<file path="src/rtl/bp_pkg.sv">
// ============================================================================
// Module  : bp_pkg
// Shared types and helpers for the gshare/BTB branch predictor.
// Rev     : 1.0
// ============================================================================
`default_nettype none

package bp_pkg;

    localparam int CTR_MAX_W = 8;
    localparam int TAG_MAX_W = 30;

    typedef logic [CTR_MAX_W-1:0] ctr_t;

    // Tag is held zero-extended to the widest possible tag; the BTB keeps only
    // the bits its index width leaves meaningful.
    typedef struct packed {
        logic                 valid;
        logic [TAG_MAX_W-1:0] tag;
        logic [31:0]          target;
    } btb_entry_t;

    function automatic ctr_t sat_inc(input ctr_t v, input int w);
        ctr_t max_v;
        max_v = ctr_t'((1 << w) - 1);
        return (v >= max_v) ? max_v : v + ctr_t'(1);
    endfunction

    function automatic ctr_t sat_dec(input ctr_t v);
        return (v == '0) ? '0 : v - ctr_t'(1);
    endfunction

    function automatic int ras_ptr_w(input int depth);
        return (depth > 1) ? $clog2(depth) : 1;
    endfunction

endpackage

`default_nettype wire

</file>
<file path="src/rtl/bp_btb.sv">
// ============================================================================
// Module  : bp_btb
// Direct-mapped tagged BTB: combinational lookup, one write port, async valid clear.
// Rev     : 1.0
// ============================================================================
`default_nettype none

module bp_btb
    import bp_pkg::*;
#(
    parameter int BTB_BITS = 4
) (
    input  logic                 clk,
    input  logic                 reset,
    input  logic [BTB_BITS-1:0]  rd_idx_i,
    input  logic [TAG_MAX_W-1:0] rd_tag_i,
    output logic                 rd_hit_o,
    output logic [31:0]          rd_target_o,
    input  logic                 wr_en_i,
    input  logic [BTB_BITS-1:0]  wr_idx_i,
    input  btb_entry_t           wr_entry_i
);

    localparam int ENTRIES = 1 << BTB_BITS;
    localparam int TAG_W   = TAG_MAX_W - BTB_BITS;

    logic [ENTRIES-1:0] valid_q;
    logic [TAG_W-1:0]   tag_q [ENTRIES];
    logic [31:0]        tgt_q [ENTRIES];
    logic               unused_tag;

    always_ff @(posedge clk or posedge reset) begin
        if (reset) begin
            valid_q <= '0;
        end else if (wr_en_i) begin
            valid_q[wr_idx_i] <= wr_entry_i.valid;
        end
    end

    // Payload needs no reset: it is never observed while its valid bit is clear.
    always_ff @(posedge clk) begin
        if (wr_en_i) begin
            tag_q[wr_idx_i] <= wr_entry_i.tag[TAG_W-1:0];
            tgt_q[wr_idx_i] <= wr_entry_i.target;
        end
    end

    assign rd_hit_o    = valid_q[rd_idx_i] && (rd_tag_i == TAG_MAX_W'(tag_q[rd_idx_i]));
    assign rd_target_o = tgt_q[rd_idx_i];

    assign unused_tag  = ^wr_entry_i.tag[TAG_MAX_W-1:TAG_W];

endmodule

`default_nettype wire

</file>
<file path="src/rtl/gshare_btb_predictor.sv">
// ============================================================================
// Module  : gshare_btb_predictor
// IF-stage gshare + BTB predictor; optional return stack via GSHARE_BTB_RAS_EN.
// Rev     : 1.0
// ============================================================================
`default_nettype none

module gshare_btb_predictor
    import bp_pkg::*;
#(
    parameter int PHT_BITS  = 6,
    parameter int HIST_BITS = 6,
    parameter int CTR_BITS  = 2,
    parameter int BTB_BITS  = 4,
    parameter int RAS_DEPTH = 4
) (
    input  logic        clk,
    input  logic        reset,
    input  logic        valid_in,
    input  logic        ready_in,
    input  logic [31:0] PC_IF,
    input  logic [31:0] IM_IF,
    input  logic        jump_ena_IF,
    input  logic        jump_alw_IF,
    input  logic        jump_ind_IF,
    output logic        jump_pred_IF,
    output logic [31:0] jump_addr_IF,
    input  logic [31:0] PC_EX,
    input  logic        jump_ena_EX,
    input  logic        jump_alw_EX,
    input  logic        jump_ind_EX,
    input  logic        jump_taken_EX,
    input  logic [31:0] jump_target_EX,
    input  logic        is_call_IF,
    input  logic        is_ret_IF
);

    localparam int PHT_ENTRIES = 1 << PHT_BITS;

    logic [CTR_BITS-1:0]  pht_q [PHT_ENTRIES];
    logic [CTR_BITS-1:0]  pht_upd;
    logic [HIST_BITS-1:0] gbh_q, gbh_d, gbh_shift;
    logic [PHT_BITS-1:0]  r_idx, w_idx;
    logic                 train_cond, train_ind;
    logic [31:0]          fall_addr;
    logic                 btb_hit;
    logic [31:0]          btb_target;
    btb_entry_t           btb_wr;
    logic                 unused_pc_ex;

    assign r_idx      = PC_IF[PHT_BITS+1:2] ^ PHT_BITS'(gbh_q);
    assign w_idx      = PC_EX[PHT_BITS+1:2] ^ PHT_BITS'(gbh_q);
    assign fall_addr  = PC_IF + IM_IF;

    assign train_cond = ready_in && jump_ena_EX && !jump_alw_EX && !jump_ind_EX;
    assign train_ind  = ready_in && jump_ena_EX && jump_ind_EX && jump_taken_EX;

    assign pht_upd = jump_taken_EX ? CTR_BITS'(sat_inc(ctr_t'(pht_q[w_idx]), CTR_BITS))
                                   : CTR_BITS'(sat_dec(ctr_t'(pht_q[w_idx])));

    // ------------------------------------------------------------------
    // Pattern history table and global history
    // ------------------------------------------------------------------
    always_ff @(posedge clk or posedge reset) begin
        if (reset) begin
            for (int i = 0; i < PHT_ENTRIES; i++) begin
                pht_q[i] <= '1;
            end
        end else if (train_cond) begin
            pht_q[w_idx] <= pht_upd;
        end
    end

    generate
        if (HIST_BITS == 1) begin : g_hist_one
            assign gbh_shift = jump_taken_EX;
        end else begin : g_hist_shift
            assign gbh_shift = {gbh_q[HIST_BITS-2:0], jump_taken_EX};
        end
    endgenerate

    assign gbh_d = train_cond ? gbh_shift : gbh_q;

    always_ff @(posedge clk or posedge reset) begin
        if (reset) begin
            gbh_q <= '0;
        end else begin
            gbh_q <= gbh_d;
        end
    end

    // ------------------------------------------------------------------
    // Branch target buffer for indirect jumps
    // ------------------------------------------------------------------
    assign btb_wr.valid  = 1'b1;
    assign btb_wr.tag    = TAG_MAX_W'(PC_EX[31:BTB_BITS+2]);
    assign btb_wr.target = jump_target_EX;

    bp_btb #(
        .BTB_BITS (BTB_BITS)
    ) u_btb (
        .clk         (clk),
        .reset       (reset),
        .rd_idx_i    (PC_IF[BTB_BITS+1:2]),
        .rd_tag_i    (TAG_MAX_W'(PC_IF[31:BTB_BITS+2])),
        .rd_hit_o    (btb_hit),
        .rd_target_o (btb_target),
        .wr_en_i     (train_ind),
        .wr_idx_i    (PC_EX[BTB_BITS+1:2]),
        .wr_entry_i  (btb_wr)
    );

    assign unused_pc_ex = ^PC_EX[1:0];

`ifdef GSHARE_BTB_RAS_EN
    // ------------------------------------------------------------------
    // Circular return address stack; ptr addresses the next free slot
    // ------------------------------------------------------------------
    localparam int RAS_PTR_W = ras_ptr_w(RAS_DEPTH);
    localparam int RAS_CNT_W = RAS_PTR_W + 1;

    logic [29:0]          ras_q [RAS_DEPTH];
    logic [RAS_PTR_W-1:0] ras_ptr_q, ras_ptr_d, ras_top_idx, ras_wr_idx;
    logic [RAS_CNT_W-1:0] ras_cnt_q, ras_cnt_d;
    logic                 ras_adv, ras_avail, ras_pop, ras_push;
    logic [29:0]          ras_top;

    assign ras_adv     = valid_in && ready_in && jump_ena_IF;
    assign ras_avail   = (ras_cnt_q != '0);
    assign ras_top_idx = ras_ptr_q - RAS_PTR_W'(1);
    assign ras_top     = ras_q[ras_top_idx];
    assign ras_pop     = ras_adv && is_ret_IF && ras_avail;
    assign ras_push    = ras_adv && is_call_IF;

    // A coroutine pops first, so its push reuses the slot just freed.
    always_comb begin
        ras_ptr_d  = ras_ptr_q;
        ras_cnt_d  = ras_cnt_q;
        ras_wr_idx = ras_ptr_q;
        if (ras_pop) begin
            ras_ptr_d  = ras_top_idx;
            ras_cnt_d  = ras_cnt_q - RAS_CNT_W'(1);
            ras_wr_idx = ras_top_idx;
        end
        if (ras_push) begin
            ras_ptr_d = ras_wr_idx + RAS_PTR_W'(1);
            if (ras_cnt_d != RAS_CNT_W'(RAS_DEPTH)) begin
                ras_cnt_d = ras_cnt_d + RAS_CNT_W'(1);
            end
        end
    end

    always_ff @(posedge clk or posedge reset) begin
        if (reset) begin
            ras_ptr_q <= '0;
            ras_cnt_q <= '0;
        end else begin
            ras_ptr_q <= ras_ptr_d;
            ras_cnt_q <= ras_cnt_d;
        end
    end

    always_ff @(posedge clk) begin
        if (ras_push) begin
            ras_q[ras_wr_idx] <= PC_IF[31:2] + 30'd1;
        end
    end
`else
    logic unused_ras;
    assign unused_ras = ^{valid_in, is_call_IF, is_ret_IF} ^ (RAS_DEPTH == 0);
`endif

    // ------------------------------------------------------------------
    // Combinational prediction
    // ------------------------------------------------------------------
    always_comb begin
        jump_pred_IF = 1'b0;
        jump_addr_IF = fall_addr;
        if (jump_ena_IF) begin
            if (jump_ind_IF) begin
                jump_pred_IF = btb_hit;
                if (btb_hit) begin
                    jump_addr_IF = btb_target;
                end
            end else if (jump_alw_IF) begin
                jump_pred_IF = 1'b1;
            end else begin
                jump_pred_IF = pht_q[r_idx][CTR_BITS-1];
            end
`ifdef GSHARE_BTB_RAS_EN
            if (is_ret_IF && ras_avail) begin
                jump_pred_IF = 1'b1;
                jump_addr_IF = {ras_top, 2'b00};
            end
`endif
        end
    end

endmodule

`default_nettype wire

</file>
<file path="config.mk">
export PLATFORM = sky130hd
export DESIGN_NAME = gshare_btb_predictor
export DESIGN_NICKNAME = d
export VERILOG_FILES = /design/src/rtl/bp_pkg.sv /design/src/rtl/bp_btb.sv /design/src/rtl/gshare_btb_predictor.sv
export SDC_FILE = /design/constraint.sdc
export NUM_CORES = 1
export LEC_CHECK = 0
export ABC_AREA = 1
export ABC_CLOCK_PERIOD_IN_PS = 4100
export BUFFER_PORTS_ARGS = -buffer_cell sky130_fd_sc_hd__buf_2
export CORE_MARGIN = 2
export CORE_UTILIZATION = 47
export DETAILED_ROUTE_END_ITERATION = 10
export RECOVER_POWER = 25
export SYNTH_ARGS = -nofsm -noshare
export SYNTH_HDL_FRONTEND = slang
export SYNTH_HIERARCHICAL = 1
export SYNTH_SLANG_ARGS = --single-unit
</file>
<file path="constraint.sdc">
create_clock -name clk -period 4.1 [get_ports clk]
set_input_delay 0 -clock clk [delete_from_list [all_inputs] [get_ports clk]]
set_output_delay 0 -clock clk [all_outputs]
set_load 0.03 [all_outputs]
</file>
After elaboration in Yosys (flattened, before gate mapping)
Memories as Yosys holds them, arrays and structs flattened.
Cells that the tools add are included.
{"block": "totals", "ff_bits": 150, "latchBits": 0, "ramBits": 928, "mem_bits_ro": 0, "inputBits": 141, "elab_cells": 119, "n_memories": 2}
{"name": "u_btb.tgt_q", "words": 16, "width": 32, "rd": 1, "rd_ports_with_merged_regs": 0, "wr": 1, "line_no": "bp_btb.sv:29", "text": "logic [31:0] tgt_q [ENTRIES];"}
{"name": "u_btb.tag_q", "words": 16, "width": 26, "rd": 1, "rd_ports_with_merged_regs": 0, "wr": 1, "line_no": "bp_btb.sv:28", "text": "logic [TAG_W-1:0] tag_q [ENTRIES];"}
{"block": "op_classes", "addsub": 3, "n_mul": 0, "div_mod_pow": 0, "order_cmp": 7, "n_eq_ne": 1, "shifts": 0, "mux": 24, "bitwise_logic": 5, "n_reduce_logical": 11}
{"cell": "$bwmux W128", "n": 1}
{"cell": "$mux W32", "n": 3}
{"cell": "$add A32 B32 Y32", "n": 1}
{"cell": "$eq A26 B26 Y1", "n": 1}
{"cell": "$bmux W2 S6", "n": 2}
{"cell": "$mux W2", "n": 8}
{"cell": "$or A16 B16 Y16", "n": 1}
{"cell": "$ge A7 B7 Y1 const B", "n": 2}
{"cell": "$not A6 Y7", "n": 2}
{"cell": "$demux W2 S6", "n": 1}
{"cell": "$xor A6 B6 Y6", "n": 2}
{"cell": "$lt A4 B5 Y1 const B", "n": 2}
{"cell": "$logic_and A1 B1 Y1", "n": 8}
{"cell": "$lt A7 B1 Y1 const B", "n": 1}
{"cell": "$mux W1", "n": 7}
{"cell": "$bmux W1 S4", "n": 1}
{"cell": "$demux W1 S4", "n": 1}
{"cell": "$ge A4 B1 Y1 const B", "n": 1}
{"cell": "$add A2 B1 Y2 const B", "n": 1}
{"cell": "$ge A2 B2 Y1 const B", "n": 1}
{"cell": "$logic_not A1 Y1", "n": 2}
{"cell": "$logic_not A2 Y1", "n": 1}
{"cell": "$sub A2 B1 Y2 const B", "n": 1}

Logic depth before layout (Yosys ltp)
Gate-level depths: netlist of run 1.
{"block": "logic_depth", "ltp_word": 9, "mapped_depth": 25, "ltp_nobuf": 21}

Modules after synthesis
Netlist of run 1, hierarchy kept.
{"mod": "bp_btb", "instances": 1, "cells_each": 3109, "area_per_inst_um2": 38313.0}
{"mod": "gshare_btb_predictor", "instances": 1, "cells_each": 1705, "area_per_inst_um2": 10581.4}

Worst setup path before layout of run 1
No wires, ideal clock.
{"block": "synth_path", "path_kind": "input to register", "from": "input ready_in", "to": "register u_btb.valid_q[1]", "arrival_ns": 4.693, "required_ns": 3.759, "slack_ns": -0.934, "cell_stages": 5, "cell_sequence": "nand2_1 > nor2_1 > nand3_1 > nor3_1 > o21ai_0"}
{"block": "synth_via", "elab_chain_cells": 3}
{"element": "start, declared", "line_no": "gshare_btb_predictor.sv:20", "text": "input logic ready_in,"}
{"element": "$logic_and A1 B1 Y1 (3 in series)", "line_no": "gshare_btb_predictor.sv:56", "text": "assign train_ind = ready_in && jump_ena_EX && jump_ind_EX && jump_taken_EX;"}
{"element": "named net train_ind", "line_no": "gshare_btb_predictor.sv:44", "text": "logic train_cond, train_ind;"}
{"element": "end signal, assigned by index", "line_no": "bp_btb.sv:36", "text": "valid_q[wr_idx_i] <= wr_entry_i.valid;"}
{"element": "end, declared", "line_no": "bp_btb.sv:27", "text": "logic [ENTRIES-1:0] valid_q;"}
The timed path passes the listed nets, and every way through them passes these cells.
A chain may end at the register's enable or synchronous reset.

Worst setup path in the final report of run 1
{"block": "layout_path", "from": "memory u_btb/tag_q[6][8] (netlist name)", "to": "output jump_addr_IF[23]"}
{"block": "layout_via", "elab_chain_cells": 6}
{"element": "start, declared", "line_no": "bp_btb.sv:28"}
{"element": "$mem_v2 Z16 W26"}
{"element": "$eq A26 B26 Y1", "line_no": "bp_btb.sv:48", "text": "assign rd_hit_o = valid_q[rd_idx_i] && (rd_tag_i == TAG_MAX_W'(tag_q[rd_idx_i]));"}
{"element": "$logic_and A1 B1 Y1", "line_no": "bp_btb.sv:48"}
{"element": "named net btb_hit", "line_no": "gshare_btb_predictor.sv:46", "text": "logic btb_hit;"}
{"element": "$mux W32", "line_no": "gshare_btb_predictor.sv:182", "text": "if (btb_hit) begin"}
{"element": "$mux W32", "line_no": "gshare_btb_predictor.sv:180", "text": "if (jump_ind_IF) begin"}
{"element": "$mux W32", "line_no": "gshare_btb_predictor.sv:179", "text": "if (jump_ena_IF) begin"}
{"element": "end, declared", "line_no": "gshare_btb_predictor.sv:27", "text": "output logic [31:0] jump_addr_IF,"}
The timed path passes the listed nets, and every way through them passes these cells.

==> results.txt, run 1 <==
The flow ran to the end, and the final reports show no timing, DRC or antenna violations. The floorplan has 118 rows. The worst-margin pin slew is 1.12 ns.

In this run the critical register-to-register path is launched from gbh_q[0]. The post-synthesis average cell area came out at 10.2 sq um. The category of the worst setup path capture point is an output port. The critical path is of the reg -> out type. Post-CTS timing repair inserted 0 buffers for setup. Buffers placed on the I/O ports in this run total 168.

The post-route antenna net violation count came out at 0. The worst hold path terminates at u_btb/valid_q[8]. The share of the yosys chip area belonging to registers is 65.0%. The number of vias per cell after detailed routing came out at 5.58. TritonCTS created 113 clock buffers. The library cells used most frequently in the layout, excluding fill and tap cells, are nand2_1 (1419), edfxtp_1 (928), nor2_1 (454).

The total of max-cap violations is 0. The floorplan step set the die width to 327 um. Across every metal layer, demand over resource in global routing totals 27.1%. The final hold violation count was 0. The worst max-slew margin expressed relative to the limit is 25.1%. The setup slack of the most critical reg-to-reg path came out at 1.20 ns. At the end of routability-driven placement, the weighted congestion stood at 0.947. The critical path goes through nor2_1 > nor2_1 > o21ai_0 > nand3_1 > nand3_1 > nand2_1 > nand2_1 > nand2_1 > nor2_1 > nand2_1 > nor2_1 > nand2_1 > nor2_1 > nand3_2 > buf_4 > or2_2 > nand2_1 > inv_1 > buf_2. The share of post-route cells with drive strength above 1 is 11.0%. For this run, the number of Yosys warnings is 6. The fraction of registers with async set or reset after synthesis came out at 13.9%.

The cell area that synthesis handed to floorplanning was 48900 sq um. The HPWL after detailed placement is 83800 um. Static timing analysis puts the maximum clock frequency at 259 MHz.

The count of boundary I/O pins came out at 174. The combined buffer and inverter count along the critical path came out at 3. The master cell of the clock root buffer is clkbuf_16.

The final count of pins violating max slew is 0. The count of flip-flops with a built-in enable after synthesis is 928. The library cell used most frequently in the layout, excluding fill and tap cells, is nand2_1.

The power density of the placed cells came out at 456 nW/um^2. In this run, placement finished with an instance count of 6199. Of the available clock period, the critical path in the final layout requires 94.3%. Setup repair after global routing left no endpoint under its margin. The kind of cell with the highest combined delay along the critical path is simple AND/OR/NAND/NOR gates. The maximum fanout along the worst path came out at 24. After global routing the overflow that remains totals 0.

The number of different library cells in the post-synthesis netlist is 46. The buffer depth of the longest clock path is 3. The most used flip-flop cell after synthesis is edfxtp_1. The y dimension of the die came out at 327 um. The cell area reported after detailed placement is 51200 sq um. The clock period minus worst slack is 3.87 ns. The die covers 107000 sq um. The tightest min-delay check is of the in -> reg type. The slowest stage of the critical path belongs to the cell edfxtp_1. The hold slack is 0.0565 ns. Power comes to 25.3 mW. The maximum number of pins on one net before global-route repair is 171. The worst flop-to-flop path endpoint is pht_q[108]. The number of failing setup endpoints in the final timing report is 0. The area of all placed cells without fillers came out at 55500 sq um.

The layout overhead on the synthesized area came out at 13.5%. After clock tree synthesis, the clock-pin slew on the worst setup and hold paths is 0.06 ns. Counting stages on the worst path, the most repeated cell is nand2_1. The first-iteration detailed-routing DRC count came out at 3788. The first global-routing pass estimated 217000 um of wire.

The clock latency on the worst-skew pair came out at 0.71 ns. In the synthesized netlist, the number of instances is 4814. The first detailed-routing pass ran for 5 iterations. The worst hold path stage count is 4. Counting flops and latches in the post-synthesis netlist gives 1078. The initial antenna violation count is 20. The total detailed-routing wirelength came out at 147000 um.

The clock tree from TritonCTS is done. The static leakage came out at 21.2 nW. For this run, design rule violations remaining after detail routing come to 0. For the worst setup path, the data arrival time is 3.87 ns. The number of cells in the finished layout apart from fillers is 6484.

The worst register-to-register path has a depth of 18. The number of nets in the layout came out at 5174. The clock net sink count is 1078.

The largest clock skew in the final design came out at 0.0275 ns. Setup total negative slack on the finished layout was measured at 0 ns. The number of global-route vias before repair is 33954. The maximum vdd ir drop is 481 uV.

The initial core utilization came out at 47.3%. For the worst setup path, the data required time is 4.10 ns. The start point of the worst hold path is PC_EX[5]. The number of vias after detailed routing is 36175. The highest cell delay on the worst timing path came out at 0.35 ns. The critical path launch point type is a register. The core footprint is 103000 sq um.

The H-tree generated during clock tree synthesis spans 3 levels. The wire length per cell came out at 22.6 um.
[layout make-up]
| class | instances | area, sq um |
|---|---|---|
| clock inverters | 75 | 683 |
| diodes | 7 | 17.5 |
| fillers | 9097 | 47800 |
| inverters | 344 | 1320 |
| flip-flops and latches | 1078 | 31800 |
| repair buffers | 330 | 2520 |
| well taps | 1380 | 1730 |
| clock buffers | 136 | 2940 |
| multi-input cells | 3134 | 14500 |
[what timing repair did]
action / CTS / global route
hold endpoints to repair: 1131 / 0
resized for setup: 0 / 0
hold buffers: 67 / 0
[worst reg2reg max path, delay by kind of cell (launching register included)]
family | cells | cell delay [ns]
and+or+nand+nor | 14 | 1.52
AOI/OAI and AO/OA | 1 | 0.14
DFF | 1 | 0.43
buffers and inverters | 3 | 0.71
[kinds of logic after synthesis]
kind of cell | synth area share [%]
simple gates | 19.6
flops | 65.0
compound gates | 8.36
buf+inv | 5.59
fa+ha+maj | 0.834
xor+xnor | 0.496
mux | 0.0844
other cells | 0.0154
[where the power goes]
group	total (mW)	internal [mW]	switching (mW)
clock	10.0	5.72	4.31
sequential	12.2	12.1	0.0730
combinational	3.11	0.820	2.29
[how the worst max path moves through the flow]
stage / startpoint / endpoint / cells after the start
after detailed placement: PC_IF[2] / jump_addr_IF[18] / 22
final: u_btb/tag_q[6][8] / jump_addr_IF[23] / 19
after CTS: u_btb/tag_q[6][8] / jump_addr_IF[18] / 19
after global placement: PC_IF[2] / jump_addr_IF[18] / 22
after global routing: u_btb/tag_q[5][15] / jump_addr_IF[10] / 21
after floorplan: ready_in / u_btb/valid_q[1] / 5
[synth_stat cells, types with 4 or more instances]
library cell / count / area [sq um]
nand2_1: 1420 / 5330
edfxtp_1: 928 / 27900
nor2_1: 468 / 1760
nand3_1: 392 / 1960
o21ai_0: 375 / 1880
inv_1: 339 / 1270
dfstp_2: 128 / 3360
clkbuf_1: 112 / 420
o221ai_1: 87 / 762
o211ai_1: 83 / 623
buf_2: 76 / 380
nor3_1: 64 / 320
a21oi_1: 50 / 250
o22ai_1: 41 / 257
buf_6: 36 / 405
ha_1: 31 / 388
o21ai_1: 31 / 155
buf_4: 25 / 188
dfrtp_1: 22 / 551
xnor2_1: 17 / 149
or2_2: 13 / 81.3
buf_1: 12 / 45.0
xor2_1: 7 / 61.3
nand4_1: 6 / 37.5
a21o_1: 5 / 37.5
nand3b_1: 5 / 37.5
o21bai_1: 5 / 37.5
inv_2: 4 / 15.0
o21a_1: 4 / 30.0
[registers in the layout, indices dropped and copies added, names as in the netlist]
signal / flops
gbh_q: 6
pht_q: 128
u_btb/tag_q: 416
u_btb/tgt_q: 512
u_btb/valid_q: 16
[layer usage]
layer  vias to the layer above  GRT usage [%]  share of wire, %
met1                     17677           38.1                43
met5                         -              0             0.057
met4                        14           7.88               2.7
met3                       243           5.54               8.3
li1                      16848              -                 -
met2                      1393           42.8                46
[per-stage QoR]
step | setup WS [ns] | util (%)
6_report | 0.234 | 53.7
5_1_grt | 0.00142 | 53.7
3_5_place_dp | 0.570 | 49.6
2_1_floorplan | -0.934 | -
3_3_place_gp | 0.565 | 49.6
4_1_cts | 0.208 | 53.7
Power figures use the tool's default switching activity.
==> run 2, diff against run 1 <==
- CORE_UTILIZATION: 47 -> 25
- SYNTH_HIERARCHICAL: 1 -> unset
==> results.txt, run 2 <==
In this design, the largest share of critical-path delay is due to simple AND/OR/NAND/NOR gates. The final count of pins violating max slew came out at 0 (unchanged). The worst flop-to-flop path endpoint is pht_q[117]. The library cell used most frequently in the layout, excluding fill and tap cells, is nand2_1. The total number of H-tree levels came out at 3 (unchanged). The share of post-route cells with drive strength above 1 came out at 10.9% (-0.043 points). The root buffer cell chosen for the clock tree is clkbuf_16. The net count after synthesis came out at 5127. The maximum vdd ir drop came out at 466 uV (-3.1%). The combined buffer and inverter count along the critical path came to 2 (-1).

The setup slack of the most critical reg-to-reg path was 0.97 ns (-0.23 ns). The signal on the critical path passes through xnor2_2 > buf_4 > o21ai_0 > o22ai_1 > nand2_1 > nand2_1 > nand2_1 > nand3_1 > nand3_1 > nand3_1 > nand2_1 > nand2_1 > buf_2. The number of DRC violations after detailed routing came out at 0 (unchanged).

The maximum operating frequency came out at 279 MHz (+8.0%). The flow ran to the end, and the final reports show no timing, DRC or antenna violations. The post-synthesis average cell area came to 9.88 sq um (-2.8%). More flip-flops sit in one register than any other, and that register is u_btb.tgt_q. The number of vias after detailed routing is 36545 (+1.0%). The number of failing setup endpoints in the final timing report came out at 0 (unchanged). The number of different library cells in the post-synthesis netlist came out at 41 (-11%).

The first-pass GRT wire length came out at 225000 um (+3.3%). The core footprint came out at 195000 sq um (+88%). Setup repair after global routing left no endpoint under its margin. The number of buffers inserted during clock tree synthesis was 112 (-0.88%). The final global-route overflow total is 0 (unchanged). The clock period minus worst slack is 3.58 ns (-0.286 ns). The worst endpoint data arrival time was 3.58 ns (-0.29 ns). The design internal power is 18.9 mW (+1.2%). The met2 routing resource usage after global routing is 25.7% (-17 points). The maximum number of pins on one net before global-route repair came out at 140 (-18%). The highest cell delay on the worst timing path came out at 0.60 ns (+0.25 ns). The category of the worst setup path capture point is an output port. The number of storage elements in the synthesis netlist came out at 1078 (unchanged). The number of filler cells placed in the layout came out at 19891 (+120%).

The setup path with the least slack is of type reg -> out. The hold slack is 0.0823 ns (+0.0258 ns). The portion of the clock cycle consumed by the worst path in the final layout came out at 87.3% (-7.0 points). The post-route antenna net violation count is 0 (unchanged). The number of warnings printed during yosys synthesis is 0 (-6). The clock net sink count came out at 1078 (unchanged). The HPWL after detailed placement is 90400 um (+7.8%). The met3 capacity usage during global routing was 2.20% (-3.3 points). The aggregate global-route resource usage came out at 14.9% (-12 points). The number of nets in the layout came out at 5323 (+2.9%). The fraction of registers with async set or reset after synthesis came out at 13.9% (unchanged). The count of boundary I/O pins came out at 174 (unchanged). The initial antenna violation count is 28 (+40%). The largest clock skew in the final design came out at 0.0383 ns (+0.0108 ns). The initial core utilization came out at 25.1% (-22 points). Among all flip-flop cells after synthesis, the most frequent one is edfxtp_1. In this run the critical register-to-register path is launched from gbh_q[1]. The worst reg-to-reg path cell count is 13 (-5). nand2_1 is the most common cell in the netlist.

The share of the synthesized area in the top cell type is 57.0% (about the same). The maximum fanout along the worst path is 9 (-63%). The wire length per cell came out at 19.4 um (-14%).

The total of max-cap violations is 0 (unchanged). The power density of the placed cells is 444 nW/um^2 (-2.7%). In the final layout, the registers with the most flip-flops are u_btb.tgt_q: 512 flops, u_btb.tag_q: 416 flops, pht_q: 128 flops. The cell area after synthesis is 48900 sq um (about the same). The y dimension of the die is 446 um (+37%). The total detailed-routing wirelength came to 153000 um (+4.2%).

The summed negative setup slack over all endpoints is 0 ns (unchanged). The switching power was 6.72 mW (+0.84%). By area the synthesized netlist is led by edfxtp_1 (57%), nand2_1 (12%), dfstp_2 (6.9%).

By count the netlist is led by nand2_1 (1500), edfxtp_1 (928), nor2_1 (509). The final hold violation count came out at 0 (unchanged). The type of the tightest min-delay check is in -> async. The clock-pin slew of the registers on the worst-case setup and hold paths is 0.06 ns (about the same).

The row count is 162 (+37%). The synthesized design spends more area on one cell type than any other, namely edfxtp_1. For this design, the slowest cell found on the critical path is xnor2_2. The share of the yosys chip area belonging to registers came out at 65.0% (about the same). In this design, the critical path's most frequently occurring cell is nand2_1.

The static leakage came to 21.8 nW (+2.6%). The count of flip-flops with a built-in enable after synthesis is 928 (unchanged). The library cells used most frequently in the layout, excluding fill and tap cells, are nand2_1 (1499), edfxtp_1 (928), nor2_1 (492). The buffer depth of the longest clock path is 3 (unchanged). The worst max-slew margin expressed relative to the limit is 35.9% (+11 points). The number of flip-flops under the largest register name is 512 (unchanged).

The clock latency on the worst-skew pair came out at 0.72 ns (about the same). The count of input and output buffers came to 168 (unchanged). The fraction of met1 tracks used by global routing came to 18.1% (-20 points). The switching part of the total power came out at 26.3% (-0.078 points). The number of global-route vias before repair is 34857 (+2.7%). The fraction of power consumed by sequential logic is 47.5% (-0.6 points).

The floorplan die area is 199000 sq um (+87%). TritonCTS built the clock tree. The number of instances in the synthesized netlist is 4954 (+2.9%). The number of vias per cell after detailed routing came out at 4.64 (-17%).

The layout overhead on the synthesized area is 17.9%. The x dimension of the die came to 446 um (+37%). The worst-margin pin slew was 0.961 ns (-0.159 ns). The first-iteration detailed-routing DRC count came out at 3425 (-9.6%).

The clock share of power is 40.5% (+0.9 points). The required time at the endpoint of the critical path was 4.10 ns (about the same). The placer congestion estimate came out at 0.933 (-1.5%).

The worst setup path is launched from a register. The peak-usage layer in the global routing report is met2. The number of iterations in the first detailed-routing pass is 5 (unchanged). The post-CTS setup-driven buffer insertion count came out at 0 (unchanged). The logic gate share of total power came out at 12.0% (-0.3 points).
==> run 2: cell types whose count changed after synthesis, moves of 20 or more <==
| cell | before | now |
|---|---|---|
| nand2_1 | 1420 | 1500 |
| o221ai_1 | 87 | 40 |
| o22ai_1 | 41 | 84 |
| o211ai_1 | 83 | 41 |
| nor2_1 | 468 | 509 |
| buf_6 | 36 | 0 |
| clkbuf_1 | 112 | 139 |
| inv_1 | 339 | 366 |
| buf_2 | 76 | 96 |
| buf_4 | 25 | 5 |
==> run 2: power groups by stage <==
| stage | sequential [mW] | clock, mW | combinational (mW) |
|---|---|---|---|
| after floorplan | 12.3 | 0 | 1.82 |
| after global placement | 12.4 | 0 | 2.97 |
| after detailed placement | 12.4 | 0 | 2.98 |
| after CTS | 12.1 | 10.5 | 3.07 |
| after global routing | 12.2 | 11.0 | 3.35 |
| final | 12.1 | 10.4 | 3.08 |
==> run 2: cells by family (layout without fill, tap and decap cells) <==
logic type	count (synthesis)	after routing	synth area share, %
other	0	9	0
AO/OA/AOI/OAI	652	652	7.59
AND/OR/NAND/NOR	2524	2524	20.8
adder cells (fa/ha/maj)	32	32	0.834
flip-flops	1078	1078	65.0
buffers and inverters	629	920	5.11
XOR/XNOR	39	39	0.714
==> run 2: worst max path at each step <==
stage,from,end,depth (start not counted)
CTS,gbh_q[1],jump_pred_IF,13
detailed placement,PC_IF[3],jump_pred_IF,16
global route,gbh_q[1],jump_pred_IF,13
floorplan,reset,gbh_q[0],1
finish,gbh_q[1],jump_pred_IF,13
global placement,PC_IF[3],jump_addr_IF[25],17
==> run 2: cell type report <==
class                           instances  area, sq um  share of cell area (%)
Sequential cell                      1078        31800                    55.1
Multi-Input combinational cell       3247        14800                    25.6
Tap cell                             2624         3280                    5.69
Clock buffer                          141         2920                    5.07
Timing Repair Buffer                  339         2620                    4.54
Inverter                              372         1420                    2.46
Clock inverter                         68          850                    1.47
Antenna cell                            9         22.5                  0.0390
==> run 2: worst reg2reg max path, cell delays in order, from the launching register on <==
cell	delay, ns
dfrtp_1	0.47
xnor2_2	0.19
inv_2	0.60
nand3_1	0.22
nor2_1	0.16
nor2_1	0.06
nand3_1	0.09
nand2_1	0.06
nand2_1	0.07
nor2_1	0.06
nand3_2	0.09
buf_4	0.67
nand3_1	0.18
nand2_1	0.12
==> run 2: repair_timing <==
item                        CTS  global route
hold endpoints to repair   1031             0
resized for setup             0             1
hold buffers                 67             0
setup endpoints to repair     0             1
==> run 2: layer usage <==
metal / vias up / share of wire, % / routed length [um]
li1: 17176 / - / -
met1: 17841 / 40 / 60600
met2: 1192 / 50 / 76000
met3: 328 / 5.5 / 8370
met4: 8 / 5.1 / 7820
met5: - / 0.029 / 44
==> run 2: through the flow <==
step | utilization, % | instance area [sq um] | worst slack [ns] | power, mW | instances
finish | 29.6 | 57700 | 0.519 | 25.6 | 7878
global route | 29.6 | 57700 | 0.309 | 26.5 | 7874
CTS | 29.6 | 57700 | 0.203 | 25.7 | 7869
detailed placement | 27.3 | 53300 | 0.596 | 15.3 | 7593
global placement | 27.3 | 53300 | 0.535 | 15.3 | 7593
floorplan | - | 48900 | 0.275 | 14.2 | 4954
